## src/rtl/phase_tag_deserializer.sv

```systemverilog
`default_nettype none
// ============================================================================
// Module  : phase_tag_deserializer
// Brief   : Oversampling receiver for the phase-tag serial link; rebuilds
//           MSB-first words, splits channel/header/tag and queues tags into a
//           small valid/ready FIFO. Optional header filter: PHASE_RX_HEADER_CHECK_EN.
// Revision: 1.0 - initial release
// ============================================================================
module phase_tag_deserializer #(
  parameter int TAG_WIDTH   = 28,
  parameter int SYNC_STAGES = 2,
  parameter int FIFO_DEPTH  = 4
) (
  input  logic                 sys_clk,
  input  logic                 rst_n,
  input  logic                 serial_clk,
  input  logic                 serial_data,
  input  logic                 serial_valid,
  output logic                 tag_valid,
  input  logic                 tag_ready,
  output logic                 tag_channel,
  output logic [TAG_WIDTH-1:0] tag_value,
  output logic [15:0]          frame_err_cnt,
  output logic [15:0]          drop_cnt
);

  localparam int         c_word_w  = TAG_WIDTH + 4;
  localparam int         c_ptr_w   = $clog2(FIFO_DEPTH);
  localparam logic [1:0] c_idle    = 2'd0;
  localparam logic [1:0] c_shift   = 2'd1;
  localparam logic [1:0] c_done    = 2'd2;
  localparam logic [5:0] c_cnt_sat = 6'd33;
  localparam logic [5:0] c_cnt_ok  = 6'(c_word_w);

  logic [SYNC_STAGES-1:0] r_sync_clk;
  logic [SYNC_STAGES-1:0] r_sync_data;
  logic [SYNC_STAGES-1:0] r_sync_valid;
  logic                   r_clk_d;
  logic                   r_valid_d;
  logic                   r_bit;
  logic                   r_clk_fall;
  logic                   r_valid_rise;
  logic                   r_valid_fall;

  // Edge pulses are registered so that bit and frame-end events line up with
  // the delayed data sample r_bit.
  always_ff @(posedge sys_clk) begin
    if (!rst_n) begin
      r_sync_clk   <= '0;
      r_sync_data  <= '0;
      r_sync_valid <= '0;
      r_clk_d      <= 1'b0;
      r_valid_d    <= 1'b0;
      r_bit        <= 1'b0;
      r_clk_fall   <= 1'b0;
      r_valid_rise <= 1'b0;
      r_valid_fall <= 1'b0;
    end else begin
      r_sync_clk   <= {r_sync_clk[SYNC_STAGES-2:0], serial_clk};
      r_sync_data  <= {r_sync_data[SYNC_STAGES-2:0], serial_data};
      r_sync_valid <= {r_sync_valid[SYNC_STAGES-2:0], serial_valid};
      r_clk_d      <= r_sync_clk[SYNC_STAGES-1];
      r_valid_d    <= r_sync_valid[SYNC_STAGES-1];
      r_bit        <= r_sync_data[SYNC_STAGES-1];
      r_clk_fall   <= r_clk_d & ~r_sync_clk[SYNC_STAGES-1];
      r_valid_rise <= ~r_valid_d & r_sync_valid[SYNC_STAGES-1];
      r_valid_fall <= r_valid_d & ~r_sync_valid[SYNC_STAGES-1];
    end
  end

  logic [1:0]          r_state;
  logic [5:0]          r_bit_cnt;
  logic [c_word_w-1:0] r_sh;

  always_ff @(posedge sys_clk) begin
    if (!rst_n) begin
      r_state   <= c_idle;
      r_bit_cnt <= '0;
      r_sh      <= '0;
    end else begin
      case (r_state)
        c_idle: begin
          if (r_valid_rise) begin
            r_state   <= c_shift;
            r_bit_cnt <= '0;
          end
        end
        c_shift: begin
          // A bit arriving together with the frame end is still taken.
          if (r_clk_fall) begin
            r_sh <= {r_sh[c_word_w-2:0], r_bit};
            if (r_bit_cnt != c_cnt_sat) r_bit_cnt <= r_bit_cnt + 6'd1;
          end
          if (r_valid_fall) r_state <= c_done;
        end
        c_done:  r_state <= c_idle;
        default: r_state <= c_idle;
      endcase
    end
  end

  logic w_len_ok;
  logic w_hdr_ok;
  logic w_in_done;
  logic w_push;
  logic w_pop;
  logic w_full;
  logic w_write;
  logic w_drop;
  logic w_frame_err;

  assign w_len_ok  = (r_bit_cnt == c_cnt_ok);
  assign w_in_done = (r_state == c_done);

`ifdef PHASE_RX_HEADER_CHECK_EN
  assign w_hdr_ok = (r_sh[c_word_w-2:TAG_WIDTH] == '0);
`else
  logic w_unused_hdr;
  assign w_unused_hdr = ^r_sh[c_word_w-2:TAG_WIDTH];
  assign w_hdr_ok     = 1'b1;
`endif

  logic [TAG_WIDTH:0]  r_mem [FIFO_DEPTH];
  logic [c_ptr_w-1:0]  r_wr_ptr;
  logic [c_ptr_w-1:0]  r_rd_ptr;
  logic [c_ptr_w:0]    r_count;
  logic [15:0]         r_frame_err_cnt;
  logic [15:0]         r_drop_cnt;

  assign w_full      = (r_count == (c_ptr_w+1)'(FIFO_DEPTH));
  assign tag_valid   = (r_count != '0);
  assign w_pop       = tag_valid & tag_ready;
  assign w_push      = w_in_done & w_len_ok & w_hdr_ok;
  // A pop in the same cycle frees the slot, so a full FIFO still accepts.
  assign w_write     = w_push & (~w_full | w_pop);
  assign w_drop      = w_push & w_full & ~w_pop;
  assign w_frame_err = w_in_done & ~(w_len_ok & w_hdr_ok);

  always_ff @(posedge sys_clk) begin
    if (!rst_n) begin
      for (int i = 0; i < FIFO_DEPTH; i++) r_mem[i] <= '0;
      r_wr_ptr        <= '0;
      r_rd_ptr        <= '0;
      r_count         <= '0;
      r_frame_err_cnt <= '0;
      r_drop_cnt      <= '0;
    end else begin
      if (w_write) begin
        r_mem[r_wr_ptr] <= {r_sh[c_word_w-1], r_sh[TAG_WIDTH-1:0]};
        r_wr_ptr        <= r_wr_ptr + 1'b1;
      end
      if (w_pop) r_rd_ptr <= r_rd_ptr + 1'b1;
      case ({w_write, w_pop})
        2'b10:   r_count <= r_count + 1'b1;
        2'b01:   r_count <= r_count - 1'b1;
        default: r_count <= r_count;
      endcase
      if (w_frame_err && (r_frame_err_cnt != 16'hFFFF))
        r_frame_err_cnt <= r_frame_err_cnt + 16'd1;
      if (w_drop && (r_drop_cnt != 16'hFFFF))
        r_drop_cnt <= r_drop_cnt + 16'd1;
    end
  end

  assign tag_channel   = r_mem[r_rd_ptr][TAG_WIDTH];
  assign tag_value     = r_mem[r_rd_ptr][TAG_WIDTH-1:0];
  assign frame_err_cnt = r_frame_err_cnt;
  assign drop_cnt      = r_drop_cnt;

endmodule
`default_nettype wire

```

## config.mk

```make
export PLATFORM = sky130hd
export DESIGN_NAME = phase_tag_deserializer
export DESIGN_NICKNAME = d
export VERILOG_FILES = /design/src/rtl/phase_tag_deserializer.sv
export SDC_FILE = /design/constraint.sdc
export NUM_CORES = 1
export LEC_CHECK = 0
export CAP_MARGIN = 0
export CORE_ASPECT_RATIO = 1.75
export CORE_MARGIN = 2
export CORE_UTILIZATION = 29
export CTS_CLUSTER_DIAMETER = 60
export CTS_CLUSTER_SIZE = 40
export DETAILED_ROUTE_END_ITERATION = 12
export GPL_ROUTABILITY_DRIVEN = 0
export PLACE_DENSITY = 0.54
export SETUP_SLACK_MARGIN = 0.1
export SYNTH_ARGS = -nofsm -noshare
export SYNTH_HDL_FRONTEND = slang
export SYNTH_SLANG_ARGS = --single-unit
```

## constraint.sdc

```tcl
create_clock -name sys_clk -period 4.7 [get_ports sys_clk]
set_clock_uncertainty 0.05 [all_clocks]
set_input_delay 0.94 -clock sys_clk [delete_from_list [all_inputs] [get_ports sys_clk]]
set_output_delay 0.94 -clock sys_clk [all_outputs]
set_load 0.05 [all_outputs]
```

==> run summary <==
The run gives 47.8% as the headroom to the max-slew limit. The tools report the first-pass GRT wire length as 31,200 um. In this run the worst hold path is classified as flip-flop to flip-flop. The cell count after synthesis came out at 790. For this run, the post-layout net count is 852. Port buffer count: 67.

The tools report the highest achievable clock rate as 0.264 GHz. Critical path startpoint category: a flip-flop. Number of buffers inserted by hold repair at cts: 0. The total of flip-flops plus latches after synthesis came out at 209. The tools report the hold path endpoint as r_clk_fall. The clock sink total was 209; the fraction of registers with async set or reset after synthesis was 0%. Clock-pin slew was measured on the worst setup and hold paths at 0.12 ns. For this configuration, the core starts out at a cell density of 29.2%. The fraction of power spent switching nets was 24.3%; the number of max-cap violations was 0. Sum of net half-perimeters after detailed placement: 12,400 um.

The areal power density over the cells was 336 nW/um^2; the number of ports placed on the die boundary was 68. The run finished with clean final reports. The share of total power dissipated in the clock network is 39.5%. By count the netlist is led by sky130_fd_sc_hd__nand2_1 (123), sky130_fd_sc_hd__edfxtp_1 (116), sky130_fd_sc_hd__dfxtp_1 (93). Counting every net in the synthesized netlist gives 803.

The number of cells on the worst reg-to-reg path is 8. By area the synthesized netlist is led by sky130_fd_sc_hd__edfxtp_1 (39%), sky130_fd_sc_hd__dfxtp_1 (21%), sky130_fd_sc_hd__mux4_2 (7.3%). The worst register-to-register path ends at r_count[2]. Setup repair after global routing left no endpoint under its margin.

Master cell of the clock root buffer: sky130_fd_sc_hd__clkbuf_16. The logs give 8960 um^2 for the cell area after technology mapping and 2.80 ns for the arrival time at the worst endpoint. The tightest hold path in the finished design has a slack of 0.359 ns. The die is 236 um tall. The tools report the number of antenna violations at the first check in global routing as 0.

The core region is 30,600 um^2. The fraction of final layout cells sized beyond drive strength 1 is 10.0%. Sequential cells were found to cover 59.7% of the synthesized design area. The synthesized design spends more area on one cell type than any other, namely sky130_fd_sc_hd__edfxtp_1. The final total negative setup slack was 0 ns; the number of nets with antenna violations after detailed routing was 0.

The slowest stage of the critical path is the sky130_fd_sc_hd__clkdlybuf4s50_1 cell. The floorplan step defined a die boundary enclosing 32,400 um^2. Internal power comes to 2.68 mW.

The TritonCTS buffer count is 14, and the critical-path maximum fanout is 14. For this run the aggregate overflow at the end of global routing stands at 0. The analysis attributes to net switching a power of 0.861 mW. The logs give 0.48 ns for the insertion delay to the later sink of the worst-skew pair and 0 for the number of hold violations in the final report.

The post-layout total power is 3.54 mW. The tools report the kind of capture point of the worst setup path as a primary output. Walking the worst path, the cells encountered are buf_4 -> mux4_2 -> clkdlybuf4s50_1. The logs give 0.000198 V for the maximum vdd ir drop and 0 for the number of max-slew violations in the final report. The number of fill cells in the layout was 3,088; the horizontal extent of the die was 137 um. The number of global-route vias before repair was 5,843. For the number of core rows, the log shows 85.

Critical setup path kind: flip-flop to primary output. A synthesized cell averages 11.3 um^2. The number of library cell types mapped by synthesis came out at 54. 0 antenna diodes ended up in the layout. The register share of total power is 56.3%, and the number of enable flip-flop cells after synthesis is 116. The hold-critical path depth was 1; the setup violation total in the final timing report was 0. The logs give 19,600 um for the total wire length after detailed routing and 3.40 nW for the total leakage power. TritonCTS built the clock tree. In this run, the number of DRC markers left after iteration 0 of detailed routing was 281. The average wire length per cell after detail routing was 15.8 um. The tools report the total area of multi-input combinational cells as 3240 um^2. Maximum level of the CTS H-tree: 1. Entering global routing, the biggest net connects 66 pins. The clock passes through at most 3 buffers. In the synthesized netlist the dominant register cell turns out to be sky130_fd_sc_hd__edfxtp_1. The portion of the clock cycle consumed by the worst path in the final layout is 80.6%, and the area share of the largest cell type after synthesis is 38.9%. Gates resized during post-CTS repair numbered 0. Slew at the pin with the worst max-slew slack: 0.780 ns. The number of iterations in the first detailed-routing pass was 4. The routed design could run at a clock period as short as 3.79 ns. For the worst setup path, the data required time is 3.71 ns.

Dividing the detail-routed via count by the number of cells gives 4.71. The logs give 5350 um^2 for the sequential cell area and 5,828 for the total number of vias. The most instantiated library cell after synthesis was sky130_fd_sc_hd__nand2_1.

The proportion of power drawn by combinational gates is 4.2%, and the largest incremental delay on the critical path is 0.72 ns. The number of warnings issued by yosys came out at 0. For this run, design rule violations remaining after detail routing come to 0. The setup check on the worst reg-to-reg path leaves a slack of 2.03 ns. The tools report the aggregate global-route resource usage as 12.2%.

The number of post-CTS setup repair buffers came out at 0. The layout overhead on the synthesized area is 17.7%. The tools report the source of the worst hold timing path as r_sync_clk[1]. The startpoint identified for the worst register-to-register timing path is r_count[0].
-- cells by family after synthesis --
| family | count (synthesis) | synth area share [%] |
|---|---|---|
| simple gates | 334 | 19.0 |
| buf+inv | 92 | 4.30 |
| fa+ha+maj | 7 | 1.06 |
| compound gates | 100 | 6.66 |
| mux | 39 | 8.41 |
| xor+xnor | 9 | 0.880 |
| flops | 209 | 59.7 |
-- state kept, by name, summed over array words and instances, names as in the netlist, 2 cells and up, named ones only --
| name | cells |
|---|---|
| r_state | 2 |
| r_rd_ptr | 2 |
| r_mem | 116 |
| frame_err_cnt | 16 |
| drop_cnt | 16 |
| r_bit_cnt | 6 |
| r_wr_ptr | 2 |
| r_sync_data | 2 |
| r_sync_clk | 2 |
| r_count | 3 |
| r_sync_valid | 2 |
| r_sh | 32 |
-- area by class of cell --
class / instances / share of cell area [%]
sequential: 209 / 50.7
multi-input combinational: 489 / 30.7
timing repair buffer: 81 / 7.36
tap: 391 / 4.64
clock buffer: 15 / 3.56
inverter: 44 / 1.57
clock inverter: 9 / 1.40
-- through the flow --
stage	util [%]	setup WS [ns]	area, um^2	cells
global placement	32.7	1.03	10000	1214
CTS	34.4	0.837	10500	1238
global route	34.4	0.750	10500	1238
finish	34.4	0.911	10500	1238
floorplan	-	0.886	8960	790
detailed placement	32.7	1.00	10000	1214
-- power by group through the flow --
stage	logic [mW]	registers (mW)	clock network [mW]
floorplan	0.0992	2.03	0
global placement	0.152	2.03	0
detailed placement	0.153	2.03	0
CTS	0.153	1.99	1.44
global route	0.158	2.00	1.50
finish	0.148	1.99	1.40
-- critical path: cells and delay by family, from the launching register on --
family | cells | cell delay [ns]
buffers and inverters | 2 | 1.10
flip-flops | 1 | 0.62
multiplexers | 1 | 0.57
-- how the worst max path moves through the flow --
stage	from	to	slack, ns
floorplan	tag_ready	r_mem[1][0]	0.89
global placement	tag_ready	r_count[2]	1.03
detailed placement	tag_ready	r_count[2]	1.00
CTS	flip-flop	tag_value[5]	0.84
global route	flip-flop	tag_value[5]	0.75
finish	flip-flop	tag_value[5]	0.91
-- layout by cell type, fill, tap and decap left out, types with 6 or more instances in the layout --
cell	count
sky130_fd_sc_hd__nand2_1	122
sky130_fd_sc_hd__edfxtp_1	116
sky130_fd_sc_hd__dfxtp_1	92
sky130_fd_sc_hd__nor2_1	73
sky130_fd_sc_hd__clkdlybuf4s50_1	67
sky130_fd_sc_hd__a21oi_1	59
sky130_fd_sc_hd__inv_1	43
sky130_fd_sc_hd__and2_1	39
sky130_fd_sc_hd__mux4_2	29
sky130_fd_sc_hd__or4_1	17
sky130_fd_sc_hd__nand2b_1	15
sky130_fd_sc_hd__o31ai_1	15
sky130_fd_sc_hd__clkbuf_16	15
sky130_fd_sc_hd__nand3_1	14
sky130_fd_sc_hd__buf_4	14
sky130_fd_sc_hd__mux2i_1	10
sky130_fd_sc_hd__nor4_1	9
sky130_fd_sc_hd__nand4_1	9
sky130_fd_sc_hd__o21ai_0	8
sky130_fd_sc_hd__and4_1	6
sky130_fd_sc_hd__xnor2_1	6
sky130_fd_sc_hd__ha_1	6
-- layer usage --
layer / global-route usage (%) / part of all wire [%]
met1: 13.3 / 39
met2: 23.9 / 56
met3: 1.31 / 2.9
met4: 3.78 / 2.1
met5: 0 / 0
Note: power is estimated with default switching activity, not from simulation.
